**config.mk**
```make
export PLATFORM = sky130hd
export DESIGN_NAME = bcam_upd_ctrl
export DESIGN_NICKNAME = d
export VERILOG_FILES = /design/src/rtl/bcam_upd_ctrl.sv
export SDC_FILE = /design/constraint.sdc
export NUM_CORES = 1
export LEC_CHECK = 0
export CAP_MARGIN = 20
export CORE_MARGIN = 3
export CORE_UTILIZATION = 44
export DETAILED_ROUTE_END_ITERATION = 10
export PLACE_DENSITY = 0.72
export SYNTH_ARGS = -nofsm -noshare
export SYNTH_HDL_FRONTEND = slang
export SYNTH_SLANG_ARGS = --single-unit
export TNS_END_PERCENT = 100
```
**constraint.sdc**
```tcl
create_clock -name clk -period 2.7 [get_ports clk]
set_input_delay 0.54 -clock clk [delete_from_list [all_inputs] [get_ports clk]]
set_output_delay 0.54 -clock clk [all_outputs]
set_load 0.02 [all_outputs]
```
**src/rtl/bcam_upd_ctrl.sv**
```systemverilog
// bcam_upd_ctrl: insert/delete update controller in front of a bcam.
// A request is looked up through the CAM match port. Depending on the result,
// an address is allocated or freed and written through the CAM write port.
// One response pulse per request reports a status code and the address involved.
//
// state | meaning
// ------+-----------------------------------------------------------
// IDLE  | ready for a request; the accept edge registers op/pattern
// LOOK  | waiting MLAT cycles for camMatch/camMAddr to settle
// WRITE | single-cycle camWEnb; bitmap and count update on this edge
// WAIT  | WLAT cycles so the next lookup sees the written entry
// RESP  | one-cycle rspValid pulse, then back to IDLE
module bcam_upd_ctrl #(
  parameter int              CAMD = 256,
  parameter int              CAMW = 32,
  parameter int              MLAT = 2,
  parameter int              WLAT = 2,
  parameter logic [CAMW-1:0] DELP = {CAMW{1'b1}},
  localparam int             AW   = $clog2(CAMD)
) (
  input  logic            clk,
  input  logic            rst,
  input  logic            reqValid,
  output logic            reqReady,
  input  logic            reqOp,
  input  logic [CAMW-1:0] reqPatt,
  output logic            rspValid,
  output logic [2:0]      rspStat,
  output logic [AW-1:0]   rspAddr,
  output logic            camWEnb,
  output logic [AW-1:0]   camWAddr,
  output logic [CAMW-1:0] camWPatt,
  output logic [CAMW-1:0] camMPatt,
  input  logic            camMatch,
  input  logic [AW-1:0]   camMAddr,
  output logic [AW:0]     count
);

  localparam logic [2:0] ST_OK       = 3'd0;
  localparam logic [2:0] ST_DUP      = 3'd1;
  localparam logic [2:0] ST_FULL     = 3'd2;
  localparam logic [2:0] ST_NOTFOUND = 3'd3;
  localparam logic [2:0] ST_RSVD     = 3'd4;

  localparam logic [2:0]  MLAT_LOAD = 3'(MLAT - 1);
  localparam logic [2:0]  WLAT_LOAD = 3'(WLAT - 1);
  localparam logic [AW:0] CNT_FULL  = (AW+1)'(CAMD);

  typedef enum logic [2:0] {
    S_IDLE  = 3'd0,
    S_LOOK  = 3'd1,
    S_WRITE = 3'd2,
    S_WAIT  = 3'd3,
    S_RESP  = 3'd4
  } state_t;

  state_t          state_q, state_d;
  logic            op_q, op_d;
  logic [CAMW-1:0] patt_q, patt_d;
  logic [2:0]      tmr_q, tmr_d;
  logic [AW-1:0]   waddr_q, waddr_d;
  logic [CAMW-1:0] wpatt_q, wpatt_d;
  logic [2:0]      stat_q, stat_d;
  logic [AW-1:0]   raddr_q, raddr_d;
  logic [CAMD-1:0] vld_q, vld_d;
  logic [AW:0]     count_q, count_d;
  logic [AW-1:0]   free_idx;

  // Lowest-index clear bit of the occupancy bitmap; only used when not full.
  always_comb begin
    free_idx = '0;
    for (int i = CAMD - 1; i >= 0; i--) begin
      if (!vld_q[i]) free_idx = AW'(i);
    end
  end

  // State register and datapath registers; reset aborts any in-flight request.
  always_ff @(posedge clk) begin
    if (rst) begin
      state_q <= S_IDLE;
      op_q    <= 1'b0;
      patt_q  <= '0;
      tmr_q   <= '0;
      waddr_q <= '0;
      wpatt_q <= '0;
      stat_q  <= '0;
      raddr_q <= '0;
      vld_q   <= '0;
      count_q <= '0;
    end else begin
      state_q <= state_d;
      op_q    <= op_d;
      patt_q  <= patt_d;
      tmr_q   <= tmr_d;
      waddr_q <= waddr_d;
      wpatt_q <= wpatt_d;
      stat_q  <= stat_d;
      raddr_q <= raddr_d;
      vld_q   <= vld_d;
      count_q <= count_d;
    end
  end

  // Next-state logic: accept, lookup decision, write bookkeeping, response.
  always_comb begin
    state_d = state_q;
    op_d    = op_q;
    patt_d  = patt_q;
    tmr_d   = tmr_q;
    waddr_d = waddr_q;
    wpatt_d = wpatt_q;
    stat_d  = stat_q;
    raddr_d = raddr_q;
    vld_d   = vld_q;
    count_d = count_q;
    case (state_q)
      S_IDLE: begin
        if (reqValid) begin
          op_d   = reqOp;
          patt_d = reqPatt;
          if (reqPatt == DELP) begin
            stat_d  = ST_RSVD;
            raddr_d = '0;
            state_d = S_RESP;
          end else begin
            tmr_d   = MLAT_LOAD;
            state_d = S_LOOK;
          end
        end
      end
      S_LOOK: begin
        if (tmr_q != 3'd0) begin
          tmr_d = tmr_q - 3'd1;
        end else if (!op_q) begin
          if (camMatch) begin
            stat_d  = ST_DUP;
            raddr_d = camMAddr;
            state_d = S_RESP;
          end else if (count_q == CNT_FULL) begin
            stat_d  = ST_FULL;
            raddr_d = '0;
            state_d = S_RESP;
          end else begin
            waddr_d = free_idx;
            wpatt_d = patt_q;
            state_d = S_WRITE;
          end
        end else begin
          if (camMatch) begin
            waddr_d = camMAddr;
            wpatt_d = DELP;
            state_d = S_WRITE;
          end else begin
            stat_d  = ST_NOTFOUND;
            raddr_d = '0;
            state_d = S_RESP;
          end
        end
      end
      S_WRITE: begin
        if (!op_q) begin
          vld_d[waddr_q] = 1'b1;
          count_d        = count_q + 1'b1;
        end else begin
          vld_d[waddr_q] = 1'b0;
          // Guarded so a bitmap/CAM disagreement can never underflow count.
          if (vld_q[waddr_q]) count_d = count_q - 1'b1;
        end
        tmr_d   = WLAT_LOAD;
        state_d = S_WAIT;
      end
      S_WAIT: begin
        if (tmr_q != 3'd0) begin
          tmr_d = tmr_q - 3'd1;
        end else begin
          stat_d  = ST_OK;
          raddr_d = waddr_q;
          state_d = S_RESP;
        end
      end
      S_RESP: begin
        state_d = S_IDLE;
      end
      default: begin
        state_d = S_IDLE;
      end
    endcase
  end

  // Strobes are masked during reset so an aborted request never writes.
  assign reqReady = (state_q == S_IDLE)  && !rst;
  assign rspValid = (state_q == S_RESP)  && !rst;
  assign camWEnb  = (state_q == S_WRITE) && !rst;
  assign rspStat  = stat_q;
  assign rspAddr  = raddr_q;
  assign camWAddr = waddr_q;
  assign camWPatt = wpatt_q;
  assign camMPatt = patt_q;
  assign count    = count_q;

endmodule

```
**After elaboration in Yosys (flattened, before gate mapping)**

Index checks and enable logic that the tools add are counted.

- Output and inout port bits: 95
- Register bits after elaboration: 355
- Bits of input ports: 45
- Logic and storage cells: 355

- $lt $le $gt $ge: 2
- $add $sub $neg: 3
- Equality and inequality tests: 18
- Reduce and logical (&&, ||, !) cells: 16
- Bitwise gates (word level): 4
- Mux-type cells: 302

Operators with widths:

| cell | count |
|---|---|
| $mux W8 | 268 |
| $and A256 B256 Y256 | 1 |
| $mux W256 | 1 |
| $not A256 Y256 | 1 |
| $or A256 B256 Y256 | 1 |
| $mux W32 | 4 |
| $mux W3 | 19 |
| $eq A32 B32 Y1 const B | 1 |
| $pmux W8 S3 | 1 |
| $mux W9 | 2 |
| $pmux W3 S3 | 2 |
| $ne A2 B2 Y1 const B | 7 |
| $pmux W3 S4 | 1 |
| $add A9 B1 Y9 const B | 1 |
| $eq A9 B9 Y1 const B | 1 |
| $lt A8 B9 Y1 const B | 1 |
| $reduce_bool A3 Y1 | 3 |
| $sub A9 B1 Y9 const B | 1 |
| $bmux W1 S8 | 1 |
| $demux W1 S8 | 1 |
| $ge A8 B1 Y1 const B | 1 |
| $reduce_and A7 Y1 | 1 |
| $eq A3 B2 Y1 const B | 2 |
| $ne A2 B1 Y1 const B | 3 |
| 15 further kinds | 20 |

**Longest topological paths before layout**

Gate-level depths: netlist (run 1).

- Depth after elaboration: 259
- Mapped depth: 12
- Depth with buffers taken out: 11

**Worst setup path before layout (run 1)**

No wires, ideal clock.

- Path type: register -> register
- Start point: reg waddr_q[0] (netlist: camWAddr[0])
- End point: reg count_q[6] (netlist: count[6])
- Arrival: 2535 ps
- Path buffers: 1
- Path slack: 38 ps
- Setup time: 128 ps
- Cell stages (with the launch flop): 11
- Data required time: 2572 ps
- Period minus slack after synthesis: 2662 ps
- Cells stage by stage: dfxtp_1 > buf_4 > mux4_2 > nand3_1 > nand3_1 > a311o_1 > nor4_2 > a31oi_4 > nand2_4 > mux2i_1 > nor2_1

- Word-level cells in the longest chain between the ends: 4

Ends and longest elaborated chain:

| element | RTL line | text |
|---|---|---|
| from (decl) | 61 | `logic [AW-1:0] waddr_q, waddr_d;` |
| from (signal assigned) | 95 | `waddr_q <= waddr_d;` |
| $bmux W1 S8 | 167 | `if (vld_q[waddr_q]) count_d = count_q - 1'b1;` |
| $mux W1 (implied by the code) | 167 |  |
| $ne A2 B1 Y1 (no line) | - |  |
| $reduce_and A2 Y1 (no line) | - |  |
| to (signal assigned) | 100 | `count_q <= count_d;` |
| to (decl) | 66 | `logic [AW:0] count_q, count_d;` |

Every way passes these cells. The select of a mux whose other input is x is not followed.
A chain may end at the register's enable or synchronous reset.

**Final worst setup path (run 1)**

- Start point: reg waddr_q[0] (netlist: camWAddr[0])
- End point: reg count_q[3] (netlist: count[3])

The elaborated chain is that of the path after synthesis.

==> flow_summary.yaml, run 1 <==
outcome:
  outcome: "complete, but fails checks"
  violations: "negative setup slack"
die:
  die-height_um: 214
  die_w_um: 214
  ioPinCount: 140
  fp.coreArea_um2: 42400
  die_area_um2: 45900
  initial_core_util_pct: 45.0
  fp-row-count: 75
worst_hold_path:
  hold_depth: 2
  min_path_type: "in2reg"
  hold_end: "rspAddr[7]"
  hold_path_startpoint: "rst"
worst_setup_path:
  crit_path_start_kind: "register"
  path_cells: "buf_12 -> mux4_2 -> a22oi_2 -> nor2_1 -> a311o_1 -> nor4_2 -> buf_4 -> a31oi_4 -> nand2_4 -> mux2i_1 -> nor2_1"
  path_class: "reg2reg"
  cp_slowest_cell: "mux4_2"
  r2r_cells: 11
  crit_start: "camWAddr[0]"
  rrSetupSlack_ps: -70
  endpoint_kind: "register"
  r2r-end: "count[3]"
  cpPeakStageDelay_ps: 540
  critPathMaxFanout: 10
  arrival_ps: 3200
  required_ps: 3130
  r2r_start: "camWAddr[0]"
  cp_common_cell: "nor2_1"
logic_synthesis:
  synthXorXnorAreaFrac_pct: 0.367
  syn_avg_cell_area_um2: 8.39
  yosys_warnings: 0
  synthAdderAreaFrac_pct: 0.695
  synth-simple-area-share_pct: 16.4
  synth-seq-cells: 355
  postSynthCellCount: 2276
  syn_area_um2: 19100
  netlist-cell-type-count: 72
  seq_area_frac_synth_pct: 37.2
  synth_top_family_by_area: "compound AO/OA/AOI/OAI gates"
  muxShareOfSynthArea_pct: 7.93
  synth_compound_area_share_pct: 31.2
  synth_edf_count: 0
  ys.flop_type: "dfxtp_1"
  syn_nets: 2331
  async_flop_share_pct: 0
power_and_ir_drop:
  pwr-share-comb_pct: 9.4
  power_density_nw_per_um2: 518
  peakVddDrop_mv: 0.503
  p_int_mw: 9.28
  netSwitchingPower_mw: 3.11
  clkPwrFrac_pct: 47.1
  switching_share_pct: 25.1
  leakagePower_nw: 7.29
  p_seq_share_pct: 43.5
finish:
  drive_above_1_share_pct: 17.3
  multi_input_area_um2: 11100
  n_fill_cell: 3793
  seq_area_um2: 7130
  diodes: 0
  syn2layout_area_growth_pct: 25.4
  layout.nets: 2527
grt:
  globalRouteTotalUtil_pct: 29.8
  grt_pass1_wl_um: 111000
  antenna_found_initial: 0
  gr-total-overflow: 0
  grt_start_max_net_pins: 167
  grt_pass1_vias: 18900
sta:
  worstMarginPinSlew_ps: 893
  worst_slack_ps: -73.1
  fmax_mhz: 361
  rsz0062_at_grt: "true"
  finalHoldViolations: 0
  setup_viol: 8
  holdWs_ps: 261
  period_share_pct: 103
  fin_crit_ps: 2770
  fin_tns_setup_ps: -391
  skew_ps: 16.2
  slew_headroom_pct: 40.4
  slew_violations: 0
detailed_routing:
  antenna_left: 0
  dr.pass1.iters: 6
  via_per_inst: 6.62
  vias: 20400
  post_drt_wl_per_cell_um: 23.4
  wl_um: 72000
  drcViolationCount: 0
  drt_iter0_drc: 2554
clock_network:
  cts_sinks: 355
  ctsLongestPathBuffers: 3
  cts_tree: "yes"
  root_buffer: "clkbuf_16"
  cts_max_level: 2
  numCtsBuffers: 40
  clock_latency_ps: 580
  path_clk_slew_ps: 60
job:
  max-cap-violations: 0
placed_design:
  gp_congestion: 1.03
  port_buffers: 139
  post-dp-hpwl_um: 49000
==> cells by family (layout without fill, tap and decap cells) <==
family | count (synthesis) | in the layout
XOR/XNOR | 8 | 8
flip-flops | 355 | 355
AO/OA/AOI/OAI | 879 | 879
buffers and inverters | 287 | 513
adder cells (fa/ha/maj) | 10 | 10
AND/OR/NAND/NOR | 652 | 653
multiplexers | 85 | 85
==> cells in the mapped netlist, types with 5 or more instances <==
master	n	share of area [%]
clkbuf_1	193	3.8
or3_1	5	0.16
a41oi_1	6	0.28
a31oi_1	28	0.92
a21oi_1	341	8.9
and4_1	6	0.28
and3_1	6	0.20
nor2b_1	11	0.36
o211ai_1	12	0.47
buf_2	10	0.26
dfxtp_1	355	37
nand3_1	56	1.5
ha_1	9	0.59
o31ai_1	5	0.20
o21ai_0	68	1.8
nand4_1	92	3.0
nor4_1	20	0.66
buf_1	6	0.12
a2111oi_0	6	0.28
a311oi_1	258	12
a221oi_1	7	0.32
a21boi_0	9	0.35
nand2_1	201	4.0
mux4_2	53	6.3
nor2_1	167	3.3
a22o_1	7	0.32
or2_2	8	0.26
buf_4	6	0.24
a22oi_1	28	1.1
a21o_1	19	0.75
mux2i_1	32	1.7
inv_1	66	1.3
nand2b_1	13	0.43
nor3_1	36	0.94
a211oi_1	51	2.0
buf_6	5	0.29
o2111ai_1	10	0.46
==> what timing repair did <==
item / 4_1_cts / 5_1_grt
setup buffers: 9 / 3
gates cloned: 0 / 2
setup endpoints to repair: 12 / 15
pin swaps: 4 / 10
gates resized for setup: 11 / 28
hold endpoints to repair: 0 / 0
hold buffers: 0 / 0
==> final cells by class <==
type                    count  share of cell area, %
multi-input cells        1635                   46.2
flip-flops and latches    355                   29.8
repair buffers            374                   14.2
clock buffers              56                   4.69
well taps                 577                   3.02
clock inverters            17                   1.13
inverters                  66                   1.03
==> power groups by stage <==
| stage | Sequential (mW) | Combinational, mW | Clock, mW |
|---|---|---|---|
| 6_report | 5.39 | 1.17 | 5.83 |
| 5_1_grt | 5.40 | 1.24 | 6.11 |
| 3_5_place_dp | 5.52 | 1.12 | 0 |
| 3_3_place_gp | 5.51 | 1.10 | 0 |
| 2_1_floorplan | 5.59 | 0.569 | 0 |
| 4_1_cts | 5.39 | 1.14 | 5.90 |
==> per-stage QoR <==
| step | util [%] | area (um^2) | worst slack, ps | instances | total power [mW] |
|---|---|---|---|---|---|
| after global routing | 56.4 | 23900 | -221 | 3080 | 12.8 |
| final | 56.4 | 23900 | -73.1 | 3080 | 12.4 |
| after detailed placement | 52.4 | 22200 | -249 | 2993 | 6.63 |
| after CTS | 56.0 | 23800 | -34.1 | 3075 | 12.4 |
| after floorplan | - | 19100 | 37.5 | 2276 | 6.16 |
| after global placement | 52.4 | 22200 | -243 | 2993 | 6.61 |
==> worst max-delay path by stage <==
stage | endpoint | slack [ps] | cells past startpoint
3_5_place_dp | count[6] | -250 | 10
2_1_floorplan | count[6] | 40 | 10
5_1_grt | count[5] | -220 | 11
3_3_place_gp | camWAddr[0] | -240 | 11
4_1_cts | count[6] | -30 | 12
6_report | count[3] | -70 | 11
==> layer usage <==
| metal | vias to the layer above | GRT usage, % | wire, um |
|---|---|---|---|
| li1 | 9278 | - | - |
| met1 | 9779 | 40.7 | 29800 |
| met2 | 1149 | 46.5 | 32400 |
| met3 | 195 | 5.51 | 6750 |
| met4 | 0 | 12.5 | 3070 |
| met5 | - | 0 | 0 |
==> critical path: cells and delay by family, from the launching register on <==
family	cells	cell delay [ps]
mux	2	730
flops	1	370
compound gates	3	650
buf+inv	2	330
simple gates	4	540
==> placed cells by master, fill, tap and decap left out, drive strengths merged, types with 10 or more instances in the layout <==
cell             n
a211oi          52
a21o            19
a21oi          341
a22oi           28
a311oi         258
a31oi           29
buf            235
clkbuf          57
clkdlybuf4s50  136
dfxtp          355
inv             68
mux2i           32
mux4            53
nand2          203
nand2b          13
nand3           56
nand4           92
nor2           167
nor2b           13
nor3            37
nor4            21
o2111ai         10
o211ai          12
o21ai           69
Power figures use the tool's default switching activity.
==> run 2: changes to the inputs <==
--- a/config.mk
+++ b/config.mk
@@ -10,6 +10,7 @@
 export CORE_UTILIZATION = 44
 export DETAILED_ROUTE_END_ITERATION = 10
 export PLACE_DENSITY = 0.72
+export SLEW_MARGIN = 0
 export SYNTH_ARGS = -nofsm -noshare
 export SYNTH_HDL_FRONTEND = slang
 export SYNTH_SLANG_ARGS = --single-unit
==> results of run 2 <==
Same layout as run 1: the final DEF is identical, and so are final timing and power.
